--- src/rtl/cache_pkg.sv ---
// Shared types and size helpers for the cache line refill engine.
package cache_pkg;

  typedef enum logic [1:0] {
    ST_IDLE  = 2'd0,
    ST_FETCH = 2'd1,
    ST_DONE  = 2'd2
  } state_e;

  // Number of RAM beats that make up one cache line.
  function automatic int beats_f(input int line_w, input int ram_w);
    return line_w / ram_w;
  endfunction

  // Requester index width, never narrower than one bit.
  function automatic int idw_f(input int n);
    return (n > 1) ? $clog2(n) : 1;
  endfunction

  // Byte-offset width inside one RAM beat.
  function automatic int boff_w_f(input int ram_w);
    return $clog2(ram_w / 8);
  endfunction

  // Byte-offset width inside one cache line.
  function automatic int loff_w_f(input int line_w);
    return $clog2(line_w / 8);
  endfunction

  // Beat index width, never narrower than one bit.
  function automatic int bidx_w_f(input int beats);
    return (beats > 1) ? $clog2(beats) : 1;
  endfunction

endpackage

--- src/rtl/cache_rr_arbiter.sv ---
// Round-robin arbiter: the pointer names the requester with top priority
// and moves just past the winner whenever a grant is taken.
module cache_rr_arbiter
  import cache_pkg::*;
#(
  parameter  int N   = 2,
  localparam int IDW = idw_f(N)
) (
  input  logic           clk_i,
  input  logic           rst_ni,
  input  logic [N-1:0]   req,
  input  logic           advance,
  output logic           grant_valid,
  output logic [IDW-1:0] grant_idx
);

  logic [IDW-1:0] ptr;
  logic [IDW-1:0] idx;

  // Scan from the farthest candidate down to ptr so the nearest one wins.
  always_comb begin
    grant_valid = 1'b0;
    grant_idx   = '0;
    idx         = '0;
    for (int i = N - 1; i >= 0; i--) begin
      idx = IDW'((int'(ptr) + i) % N);
      if (req[idx]) begin
        grant_valid = 1'b1;
        grant_idx   = idx;
      end
    end
  end

  // Pointer moves to (granted + 1) mod N on every taken grant.
  always_ff @(posedge clk_i) begin
    if (!rst_ni)
      ptr <= '0;
    else if (advance)
      ptr <= (int'(grant_idx) == N - 1) ? '0 : grant_idx + 1'b1;
  end

endmodule

--- src/rtl/cache_line_refill_engine.sv ---
// Cache line refill engine: arbitrates line misses between caches and
// fetches the line from RAM one beat at a time, critical word first.
module cache_line_refill_engine
  import cache_pkg::*;
#(
  parameter  int N_REQ  = 2,
  parameter  int ADDR_W = 19,
  parameter  int RAM_W  = 32,
  parameter  int LINE_W = 128,
  localparam int IDW    = idw_f(N_REQ)
) (
  input  logic                    clk_i,
  input  logic                    rst_ni,
  input  logic [N_REQ-1:0]        req_valid_i,
  input  logic [N_REQ*ADDR_W-1:0] req_addr_i,
  output logic [N_REQ-1:0]        req_done_o,
  output logic                    line_valid_o,
  output logic [LINE_W-1:0]       line_data_o,
  output logic [IDW-1:0]          line_id_o,
  output logic                    crit_valid_o,
  output logic [RAM_W-1:0]        crit_data_o,
  output logic                    ram_read_o,
  output logic [31:0]             ram_read_addr_o,
  input  logic                    ram_valid_i,
  input  logic [RAM_W-1:0]        ram_data_i,
  output logic                    busy_o
);

  localparam int BEATS  = beats_f(LINE_W, RAM_W);
  localparam int BOFF_W = boff_w_f(RAM_W);
  localparam int LOFF_W = loff_w_f(LINE_W);
  localparam int BI_W   = bidx_w_f(BEATS);
  localparam int CNT_W  = BI_W + 1;

  state_e             state;
  logic [ADDR_W-1:0]  line_base;
  logic [BI_W-1:0]    beat_idx;
  logic [CNT_W-1:0]   beat_cnt;
  logic [IDW-1:0]     gnt_id;

  logic               grant_valid;
  logic [IDW-1:0]     grant_idx;
  logic [ADDR_W-1:0]  sel_addr;
  logic [BI_W-1:0]    start_idx;

  cache_rr_arbiter #(.N(N_REQ)) u_arb (
    .clk_i       (clk_i),
    .rst_ni      (rst_ni),
    .req         (req_valid_i),
    .advance     (state == ST_IDLE && grant_valid),
    .grant_valid (grant_valid),
    .grant_idx   (grant_idx)
  );

  // Winner's address and the word it actually missed on.
  always_comb begin
    sel_addr  = req_addr_i[grant_idx*ADDR_W +: ADDR_W];
    start_idx = sel_addr[BOFF_W +: BI_W] & BI_W'(BEATS - 1);
  end

  // Address is built only from latched state, so it cannot move mid-wait.
  assign ram_read_addr_o = 32'(line_base) | (32'(beat_idx) << BOFF_W);
  assign busy_o          = (state != ST_IDLE);

  // Main FSM; all pulses are registered and last exactly one cycle.
  always_ff @(posedge clk_i) begin
    if (!rst_ni) begin
      state        <= ST_IDLE;
      line_base    <= '0;
      beat_idx     <= '0;
      beat_cnt     <= '0;
      gnt_id       <= '0;
      req_done_o   <= '0;
      line_valid_o <= 1'b0;
      line_data_o  <= '0;
      line_id_o    <= '0;
      crit_valid_o <= 1'b0;
      crit_data_o  <= '0;
      ram_read_o   <= 1'b0;
    end else begin
      req_done_o   <= '0;
      line_valid_o <= 1'b0;
      crit_valid_o <= 1'b0;
      case (state)
        ST_IDLE: begin
          if (grant_valid) begin
            state      <= ST_FETCH;
            gnt_id     <= grant_idx;
            line_base  <= sel_addr & ~ADDR_W'((1 << LOFF_W) - 1);
            beat_idx   <= start_idx;
            beat_cnt   <= '0;
            ram_read_o <= 1'b1;
          end
        end
        ST_FETCH: begin
          if (ram_valid_i) begin
            line_data_o[beat_idx*RAM_W +: RAM_W] <= ram_data_i;
            beat_idx <= (beat_idx + 1'b1) & BI_W'(BEATS - 1);
            beat_cnt <= beat_cnt + 1'b1;
            if (beat_cnt == '0) begin
              crit_data_o  <= ram_data_i;
              crit_valid_o <= 1'b1;
            end
            if (beat_cnt == CNT_W'(BEATS - 1)) begin
              state        <= ST_DONE;
              ram_read_o   <= 1'b0;
              line_valid_o <= 1'b1;
              line_id_o    <= gnt_id;
              req_done_o   <= N_REQ'(1) << gnt_id;
            end
          end
        end
        ST_DONE: state <= ST_IDLE;
        default: state <= ST_IDLE;
      endcase
    end
  end

endmodule

--- config.mk ---
export PLATFORM = sky130hd
export DESIGN_NAME = cache_line_refill_engine
export DESIGN_NICKNAME = d
export VERILOG_FILES = /design/src/rtl/cache_pkg.sv /design/src/rtl/cache_rr_arbiter.sv /design/src/rtl/cache_line_refill_engine.sv
export SDC_FILE = /design/constraint.sdc
export NUM_CORES = 1
export LEC_CHECK = 0
export CAP_MARGIN = 10
export CORE_UTILIZATION = 49
export CTS_CLUSTER_DIAMETER = 80
export DETAILED_ROUTE_END_ITERATION = 16
export PLACE_DENSITY = 0.89
export SKIP_LAST_GASP = 1
export SYNTH_ARGS = -nofsm -noshare
export SYNTH_HDL_FRONTEND = slang
export SYNTH_SLANG_ARGS = --single-unit
--- constraint.sdc ---
create_clock -name clk_i -period 3.37 [get_ports clk_i]
set_input_delay 0.5055 -clock clk_i [delete_from_list [all_inputs] [get_ports clk_i]]
set_output_delay 0.5055 -clock clk_i [all_outputs]
set_load 0.05 [all_outputs]
==> results.cfg <==
[power_and_ir_drop]
power_density_mw_per_mm2 = 474
p_sw_mw = 1.38
leakagePower_nw = 3.81
p_sw_share_pct = 26.7
combinationalPowerShare_pct = 15.6
internal_power_mw = 3.78
clkPwrFrac_pct = 39.0
seq_power_share_pct = 45.3
worst_ir_drop_vdd_v = 0.000375

[drt]
vias = 7669
wl_um = 24500
drc = 0
antenna_left = 0
drtIter0Drc = 656
drt_pass1_iterations = 5
wl_per_cell_um = 18.2
viasPerCell = 5.69

[logic_synthesis]
syn_area_sq_mm = 0.00770
ys_warn_count = 0
synth.distinct_cells = 40
seq_area_frac_synth_pct = 49.4
syn_area_per_cell_sq_um = 8.39
ys_ff_latch = 190
synth_cells = 918

[placement]
place_hpwl_um = 16800
globalplace.congestion = 0.801
placed_area_sq_mm = 0.0103
numPortBuffers = 254

[grt]
grt_max_degree = 66
antenna_found_initial = 0
grt_usage_pct = 30.0
grt_pass1_vias = 6992
grt_pass1_wl_um = 37600
grt-ovfl-total = 0

[cells_and_area]
final_area_sq_mm = 0.0109
antennaDiodeCount = 0
area_growth_pct = 41.2
layout_common_cells = clkdlybuf4s50_1 (253), dfxtp_1 (190), nand2_1 (130), nand3_1 (130), a21oi_1 (121)
drive_above_1_share_pct = 5.46
nets = 1209
layout_commonest_cell = clkdlybuf4s50_1

[clocking]
post_cts_buffers = 0
clk_pin_slew_ns = 0.06
cts_inserted_buffers = 17
cts_sinks = 190
cts_hold_buf = 0
clk_latency_ns = 0.42
post_cts_resized = 0
cts_tree = done
ctsLongestPathBuffers = 2
root_buffer = clkbuf_16
htree_levels = 4

[timing]
finalMaxSlewViolations = 0
period_needed_ns = 2.67
max_freq_mhz = 375
tns_ns = 0
fin_crit_sh_pct = 79.2
relSlewSlack_pct = 34.7
tightest_slew_ns = 0.980
hold_violations = 0
whs_ns = 0.449
setup_viol = 0
rsz0062_at_grt = no
finClkSkew_ns = 0.00784

[setup_path]
slowest_stage = clkdlybuf4s50_1
end_kind = output pin
crit_arrival_ns = 2.16
start_kind = flip-flop
cp.required_ns = 2.86
max_stage_delay_ns = 0.81
cp_max_fo = 19
worstPathCellList = nor2_2 -> inv_1 -> clkdlybuf4s50_1
path_class = flip-flop to output pin

[flow_run]
cap_violations = 0

[min_path]
hold_class = flip-flop to flip-flop

[floorplanning]
initial_core_util_pct = 50.5
die_area_sq_mm = 0.0162
die_w_um = 127
rows = 45
core_sq_mm = 0.0153
io_pins = 274
die_h_um = 127

[status]
status = finished, final reports clean
-- per-stage QoR --
stage          instances  total power [mW]  setup WS [ns]  utilization, %
2_1_floorplan        932              2.88           1.15               -
6_report            1347              5.16          0.702            71.3
5_1_grt             1347              5.32          0.622            71.3
4_1_cts             1347              5.18          0.679            71.3
3_5_place_dp        1318              3.18          0.935            67.4
3_3_place_gp        1318              3.17          0.972            67.4
-- path summary, 6_finish.rpt --
check	from	endpoint	slack, ns	cells past startpoint
max	state[0]	busy_o	0.70	3
min	line_data_o[33]	line_data_o[33]	0.45	2
max reg2reg	beat_idx[0]	line_data_o[53]	0.90	5
min reg2reg	line_data_o[33]	line_data_o[33]	0.45	2
-- registers in the layout (all words and copies together), names as in the netlist --
| register | flops |
|---|---|
| u_arb.ptr | 1 |
| beat_cnt | 3 |
| crit_data_o | 32 |
| line_data_o | 128 |
| crit_valid_o | 1 |
| ram_read_o | 1 |
| req_done_o | 2 |
| gnt_id | 1 |
| beat_idx | 2 |
| line_valid_o | 1 |
| line_base | 15 |
| line_id_o | 1 |
| state | 2 |
-- cell families after synthesis --
family | synth area share (%)
AOI/OAI and AO/OA | 18.6
adders and majority gates | 1.30
buffers and inverters | 6.81
DFF | 49.4
muxes | 0.130
other | 0.0487
and+or+nand+nor | 23.7
-- synth_stat cells (all sizes together) --
master | count | area (sq um)
o211ai | 4 | 30.0
nand2 | 130 | 488
nand4b | 5 | 43.8
ha | 8 | 100
nor4b | 1 | 15.0
dfxtp | 190 | 3800
o21a | 33 | 248
conb | 1 | 3.75
and4b | 4 | 40.0
a21oi | 121 | 606
nor3 | 2 | 10.0
or2 | 1 | 6.26
buf | 54 | 303
and3 | 33 | 206
nor2b | 2 | 12.5
nand3b | 3 | 22.5
mux2i | 1 | 10.0
nor3b | 3 | 33.8
and3b | 2 | 17.5
and2 | 1 | 6.26
a22oi | 1 | 7.51
inv | 8 | 30.0
nand2b | 3 | 18.8
and4bb | 2 | 25.0
nor2 | 7 | 26.3
o21bai | 1 | 7.51
a21boi | 32 | 240
a31oi | 15 | 93.8
o211a | 1 | 10.0
a211oi | 2 | 15.0
nand4 | 32 | 200
clkbuf | 51 | 191
a311oi | 2 | 17.5
o21ai | 32 | 160
nand3 | 130 | 651
-- power groups by stage --
stage	logic (mW)	clock network [mW]	registers, mW
final	0.806	2.01	2.34
after global routing	0.851	2.12	2.34
after CTS	0.801	2.04	2.34
after detailed placement	0.798	0	2.39
after global placement	0.787	0	2.38
after floorplan	0.336	0	2.55
-- worst max-delay path: cells and delay by family, from the launching register on --
kind / cells / cell delay, ns
DFF: 1 / 0.70
buffers and inverters: 2 / 0.93
and+or+nand+nor: 1 / 0.10
-- metal layers --
metal	GRT usage, %	vias up	part of all wire, %
li1	-	3611	-
met1	37.4	3595	40
met2	49.2	408	48
met3	6.87	55	9.4
met4	13.9	0	3.3
met5	0	-	0
-- cell type report --
cell class / instances / area [sq um]
fill: 1148 / 4380
multi-input combinational: 629 / 3440
clock buffer: 23 / 478
inverter: 8 / 32.5
timing repair buffer: 280 / 2750
tap: 211 / 264
clock inverter: 6 / 109
sequential: 190 / 3800
(Power assumes the default switching activity.)
